$ cat src/rtl/vga_timing_pkg.sv
`default_nettype none
// ============================================================================
// Module      : vga_timing_pkg
// Description : Shared 640x480@60 VGA timing constants, the position type and
//               a small range-decode helper. Used by the timing generator and
//               by overlay renderers that need the same frame geometry.
// Revision    : 1.0 - initial release
// ============================================================================
package vga_timing_pkg;

    // Horizontal timing, in pixels
    localparam int unsigned H_DISPLAY     = 640;
    localparam int unsigned H_FP          = 16;
    localparam int unsigned H_SYNC        = 96;
    localparam int unsigned H_BP          = 48;
    localparam int unsigned H_TOTAL       = H_DISPLAY + H_FP + H_SYNC + H_BP;

    // Vertical timing, in lines
    localparam int unsigned V_DISPLAY     = 480;
    localparam int unsigned V_FP          = 10;
    localparam int unsigned V_SYNC        = 2;
    localparam int unsigned V_BP          = 33;
    localparam int unsigned V_TOTAL       = V_DISPLAY + V_FP + V_SYNC + V_BP;

    // System clocks per pixel (100 MHz -> 25 MHz pixel rate)
    localparam int unsigned CLK_PER_PIXEL = 4;

    localparam int unsigned POS_W         = 11;
    typedef logic [POS_W-1:0] pos_t;

    // Unsigned inclusive range test used for sync-pulse decode
    function automatic logic in_range(input pos_t v, input pos_t lo, input pos_t hi);
        return (v >= lo) && (v <= hi);
    endfunction

endpackage
`default_nettype wire

$ cat src/rtl/vga_pixel_tick.sv
`default_nettype none
// ============================================================================
// Module      : vga_pixel_tick
// Description : Free-running clock divider producing the pixel advance enable.
//               o_advance is high in the last divider state, so the position
//               registers downstream move on the edge that wraps the divider.
// Ports       : clk       - system clock
//               reset_n   - synchronous active-low reset (divider -> 0)
//               o_advance - one-clk enable, once every DIV_RATIO clocks
// Revision    : 1.0 - initial release
// ============================================================================
module vga_pixel_tick
    import vga_timing_pkg::*;
#(
    parameter int unsigned DIV_RATIO = CLK_PER_PIXEL
) (
    input  logic clk,
    input  logic reset_n,
    output logic o_advance
);

    localparam int unsigned     DIV_W      = (DIV_RATIO > 1) ? $clog2(DIV_RATIO) : 1;
    localparam logic [DIV_W-1:0] c_div_last = DIV_W'(DIV_RATIO - 1);

    logic [DIV_W-1:0] r_div;

    always_ff @(posedge clk) begin
        if (!reset_n) begin
            r_div <= '0;
        end else if (r_div == c_div_last) begin
            r_div <= '0;
        end else begin
            r_div <= r_div + 1'b1;
        end
    end

    assign o_advance = (r_div == c_div_last);

endmodule
`default_nettype wire

$ cat src/rtl/vga_timing_gen.sv
`default_nettype none
// ============================================================================
// Module      : vga_timing_gen
// Description : VGA raster timing generator. Keeps the pixel/line counters and
//               decodes sync and blanking. Every output is registered and
//               loaded from the *next* position on the advance edge, so
//               position, syncs and video_on never skew against each other.
// Ports       : clk, reset_n             - clock, synchronous active-low reset
//               hsync, vsync             - active-low sync pulses
//               video_on                 - inside the visible area
//               p_tick                   - first cycle of a new position
//               line_start, frame_start  - p_tick qualified by x==0 / (0,0)
//               pixel_x, pixel_y         - current position
// Revision    : 1.0 - initial release
// ============================================================================
module vga_timing_gen
    import vga_timing_pkg::*;
#(
    parameter int unsigned H_ACTIVE = H_DISPLAY,
    parameter int unsigned H_FRONT  = H_FP,
    parameter int unsigned H_PULSE  = H_SYNC,
    parameter int unsigned H_BACK   = H_BP,
    parameter int unsigned V_ACTIVE = V_DISPLAY,
    parameter int unsigned V_FRONT  = V_FP,
    parameter int unsigned V_PULSE  = V_SYNC,
    parameter int unsigned V_BACK   = V_BP
) (
    input  logic        clk,
    input  logic        reset_n,
    output logic        hsync,
    output logic        vsync,
    output logic        video_on,
    output logic        p_tick,
    output logic [10:0] pixel_x,
    output logic [10:0] pixel_y,
    output logic        line_start,
    output logic        frame_start
);

    localparam pos_t c_h_last     = pos_t'(H_ACTIVE + H_FRONT + H_PULSE + H_BACK - 1);
    localparam pos_t c_v_last     = pos_t'(V_ACTIVE + V_FRONT + V_PULSE + V_BACK - 1);
    localparam pos_t c_h_active   = pos_t'(H_ACTIVE);
    localparam pos_t c_v_active   = pos_t'(V_ACTIVE);
    localparam pos_t c_hs_first   = pos_t'(H_ACTIVE + H_FRONT);
    localparam pos_t c_hs_last    = pos_t'(H_ACTIVE + H_FRONT + H_PULSE - 1);
    localparam pos_t c_vs_first   = pos_t'(V_ACTIVE + V_FRONT);
    localparam pos_t c_vs_last    = pos_t'(V_ACTIVE + V_FRONT + V_PULSE - 1);

    logic w_advance;
    logic w_x_wrap;
    logic w_y_wrap;
    pos_t w_x_next;
    pos_t w_y_next;

    pos_t r_x;
    pos_t r_y;
    logic r_hsync;
    logic r_vsync;
    logic r_video_on;
    logic r_p_tick;
    logic r_line_start;
    logic r_frame_start;

    vga_pixel_tick #(
        .DIV_RATIO (CLK_PER_PIXEL)
    ) u_pixel_tick (
        .clk       (clk),
        .reset_n   (reset_n),
        .o_advance (w_advance)
    );

    // Next raster position; only committed on an advance edge
    always_comb begin
        w_x_wrap = (r_x == c_h_last);
        w_y_wrap = (r_y == c_v_last);
        w_x_next = w_x_wrap ? '0 : r_x + 1'b1;
        w_y_next = r_y;
        if (w_x_wrap) begin
            w_y_next = w_y_wrap ? '0 : r_y + 1'b1;
        end
    end

    // Reset parks the raster on the last position of a frame so the first
    // advance lands on (0,0) and raises frame_start.
    always_ff @(posedge clk) begin
        if (!reset_n) begin
            r_x           <= c_h_last;
            r_y           <= c_v_last;
            r_hsync       <= 1'b1;
            r_vsync       <= 1'b1;
            r_video_on    <= 1'b0;
            r_p_tick      <= 1'b0;
            r_line_start  <= 1'b0;
            r_frame_start <= 1'b0;
        end else begin
            r_p_tick      <= w_advance;
            r_line_start  <= w_advance && w_x_wrap;
            r_frame_start <= w_advance && w_x_wrap && w_y_wrap;
            if (w_advance) begin
                r_x        <= w_x_next;
                r_y        <= w_y_next;
                r_hsync    <= !in_range(w_x_next, c_hs_first, c_hs_last);
                r_vsync    <= !in_range(w_y_next, c_vs_first, c_vs_last);
                r_video_on <= (w_x_next < c_h_active) && (w_y_next < c_v_active);
            end
        end
    end

    assign pixel_x     = r_x;
    assign pixel_y     = r_y;
    assign hsync       = r_hsync;
    assign vsync       = r_vsync;
    assign video_on    = r_video_on;
    assign p_tick      = r_p_tick;
    assign line_start  = r_line_start;
    assign frame_start = r_frame_start;

endmodule
`default_nettype wire

$ cat config.mk
export PLATFORM = sky130hd
export DESIGN_NAME = vga_timing_gen
export DESIGN_NICKNAME = d
export VERILOG_FILES = /design/src/rtl/vga_timing_pkg.sv /design/src/rtl/vga_pixel_tick.sv /design/src/rtl/vga_timing_gen.sv
export SDC_FILE = /design/constraint.sdc
export NUM_CORES = 1
export LEC_CHECK = 0
export BUFFER_PORTS_ARGS = -buffer_cell sky130_fd_sc_hd__buf_2
export CAP_MARGIN = 20
export CORE_MARGIN = 1
export CORE_UTILIZATION = 40
export CTS_CLUSTER_DIAMETER = 60
export CTS_CLUSTER_SIZE = 12
export DETAILED_ROUTE_END_ITERATION = 16
export HOLD_SLACK_MARGIN = 0.12
export PLACE_DENSITY = 0.61
export SETUP_SLACK_MARGIN = 0.3
export SLEW_MARGIN = 5
export SYNTH_ARGS = -nofsm -noshare
export SYNTH_HDL_FRONTEND = slang
export SYNTH_SLANG_ARGS = --single-unit
$ cat constraint.sdc
create_clock -name clk -period 4.1 [get_ports clk]
set_input_delay 0.205 -clock clk [delete_from_list [all_inputs] [get_ports clk]]
set_output_delay 0.205 -clock clk [all_outputs]
set_load 0.01 [all_outputs]
==> impl_metrics.toml <==
[clock_tree]
root_buffer = "clkbuf_8"
hold_buffers = 0
ctsResizeCount = 0
htreeDepth = 2
clk_path_buf_depth = 2
cts_buffers = 5
clkTransAtPathRegs_ns = 0.07
post_cts_buffers = 0
clock_latency_ns = 0.29
cts_sinks = 30
cts_tree = "built"

[critical_path]
rr_startpoint = "pixel_x[1]"
reg2reg_to = "vsync"
arrival_ns = 2.79
crit_fanout = 17
endpoint_kind = "flop"
worstSetupPathType = "flop to flop"
slowest_delay_ns = 0.45
setup.worst_path.start = "pixel_x[1]"
cp_cell_sequence = "ha_1 -> and4_2 -> nand4_4 -> or3_4 -> a221oi_2 -> nand3_1 -> o32a_1"
cp_slowest_cell = "or3_4"
rr_worst_depth = 7
reg2reg_slack_ns = 1.49
required_ns = 4.28
setup.worst_path.start_class = "flop"
cp-endpoint = "vsync"

[timing]
relSlewSlack = 0.634
worstMarginPinSlew_ns = 0.548
hold_slack_ns = 0.273
hold_violations = 0
rsz0062_at_grt = "no"
fmax_mhz = 383
period_needed_ns = 2.61
tns_ns = 0
period_share = 0.637
finalSetupViolCount = 0
fin_ws_ns = 1.49
finClkSkew_ns = 0.00388
drv_slew = 0

[synthesis]
ys_seq_area_frac = 0.331
ys_ff_latch = 30
yosysUniqueCellTypes = 54
ys_warn_count = 0
synth_edf_count = 0
syn_inst = 230
synthArstFlopShare = 0
synthFlopType = "dfxtp_1"
synth_area_per_cell_um2 = 7.90
synth.cell_area_mm2 = 0.00182
synth_fp_nets = 237

[floorplanning]
core_area_mm2 = 0.00435
num_io_pins = 30
num_rows = 24
die_area_mm2 = 0.00482
die_w_um = 69.4
initial_utilization = 0.417
die_h_um = 69.4

[global_route]
grt_max_degree = 26
grt_pass1_wl_um = 7110
antenna_found_initial = 0
grt_pass1_vias = 1497
grtUsageTotal = 0.185
grt_overflow = 0

[hold_path]
min_path_type = "input port to flop"
hold-path-cell-count = 2

[route]
ant_nets = 0
drc = 0
dr.first_iter.drc_count = 165
wl_per_cell_um = 14.1
wirelength_um = 4310
num_vias = 1716
dr.pass1.iters = 4
viasPerCell = 5.61

[layout]
antennaDiodeCount = 0
area_delta_synth_final_pct = 13.9
fin_nets = 260
drive_gt1_frac = 0.177

[job]
max_cap_violations = 0

[pwr]
power_leakage_nw = 0.820
p_per_area_mw_per_mm2 = 394
peakVddDrop_uv = 269
power.total_w = 0.000814

[place]
dp_hpwl_um = 3040
port_buffers = 29
pre_cts_slack_ns = 1.53
gp_congestion = 0.896

[status]
status = "completed"
[layout make-up]
cell class / instances / area, µm²
Tap cell: 52 / 65.1
Sequential cell: 30 / 601
Clock buffer: 5 / 68.8
Fill cell: 443 / 2280
Clock inverter: 3 / 40.0
Inverter: 6 / 22.5
Timing Repair Buffer: 30 / 153
Multi-Input combinational cell: 180 / 1120
[cell usage in the layout, fill, tap and decap left out, types with 2 or more instances in the layout]
cell type  instances
a21oi_1            9
a31oi_1            4
a41oi_1            2
and2_1            10
and3_1             3
buf_2             29
clkbuf_8           5
clkinv_2           2
dfxtp_1           30
ha_1               5
inv_1              6
nand2_1           36
nand2b_1           3
nand3_1           10
nand3b_1           2
nand4_1            6
nor2_1            13
nor2b_1            7
nor3_1             9
nor4_1             2
o21ai_0           14
o21ai_1            3
o311ai_0           3
o31ai_1            2
xnor2_1            8
xor2_1             4
[critical path, delay by kind of cell (launching register included)]
family / cells / cell delay (ns)
AO/OA/AOI/OAI: 2 / 0.62
flip-flops: 1 / 0.41
AND/OR/NAND/NOR: 4 / 1.17
adder cells (fa/ha/maj): 1 / 0.31
[worst min path at each step]
stage	start	to	slack [ns]
finish	reset_n	pixel_x[8]	0.27
global route	reset_n	pixel_x[9]	0.29
CTS	reset_n	pixel_x[8]	0.27
detailed placement	u_pixel_tick.r_div[0]	u_pixel_tick.r_div[0]	0.42
global placement	u_pixel_tick.r_div[0]	u_pixel_tick.r_div[0]	0.42
floorplan	reset_n	u_pixel_tick.r_div[0]	0.38
[sequential cells by signal, summed over array words and instances (netlist names)]
signal              flops
frame_start             1
hsync                   1
line_start              1
p_tick                  1
pixel_x                11
pixel_y                11
u_pixel_tick.r_div      2
video_on                1
vsync                   1
[Yosys cell counts, types with 2 or more instances]
cell / number / area, µm²
xor2_1: 4 / 35.0
o21ai_1: 3 / 15.0
a31oi_1: 4 / 25.0
o31ai_1: 2 / 15.0
xnor2_1: 8 / 70.1
nor3_1: 9 / 45.0
nand4_1: 6 / 37.5
clkbuf_1: 7 / 26.3
a21oi_1: 9 / 45.0
nand2b_1: 3 / 18.8
ha_1: 5 / 62.6
buf_2: 3 / 15.0
dfxtp_1: 30 / 601
nor2b_1: 7 / 43.8
nand3b_1: 2 / 15.0
and3_1: 3 / 18.8
and2_1: 10 / 62.6
o311ai_0: 3 / 26.3
a41oi_1: 2 / 17.5
nor2_1: 13 / 48.8
nand3_1: 10 / 50.1
inv_1: 6 / 22.5
nor4_1: 2 / 12.5
o21ai_0: 14 / 70.1
nand2_1: 36 / 135
[logic make-up (layout without fill, tap and decap cells)]
kind of cell	Yosys count	count (layout)	synth area share
muxes	1	1	0.00551
DFF	30	30	0.331
buffers and inverters	20	44	0.0530
and+or+nand+nor	111	111	0.331
AOI/OAI and AO/OA	51	51	0.187
adders and majority gates	5	5	0.0344
xor gates and xnor gates	12	12	0.0579
[layer usage]
metal / up-vias / wire length [µm] / GRT usage
met5: - / 0 / 0
met4: 0 / 59 / 0.0680
met3: 5 / 246 / 0.0523
met2: 46 / 1890 / 0.277
met1: 789 / 2120 / 0.253
li1: 876 / - / -
[metrics by stage]
| step | area (µm²) | utilization | cells |
|---|---|---|---|
| floorplan | 1820 | - | 230 |
| global placement | 1960 | 0.450 | 298 |
| detailed placement | 1960 | 0.450 | 298 |
| CTS | 2070 | 0.475 | 306 |
| global route | 2070 | 0.475 | 306 |
| finish | 2070 | 0.475 | 306 |
[report_power, final]
group	switching (W)	leakage, nW	internal [W]
sequential	0.0000180	0.243	0.000304
clock	0.000118	0.0579	0.000179
combinational	0.000123	0.519	0.0000723
(Power assumes the default switching activity.)
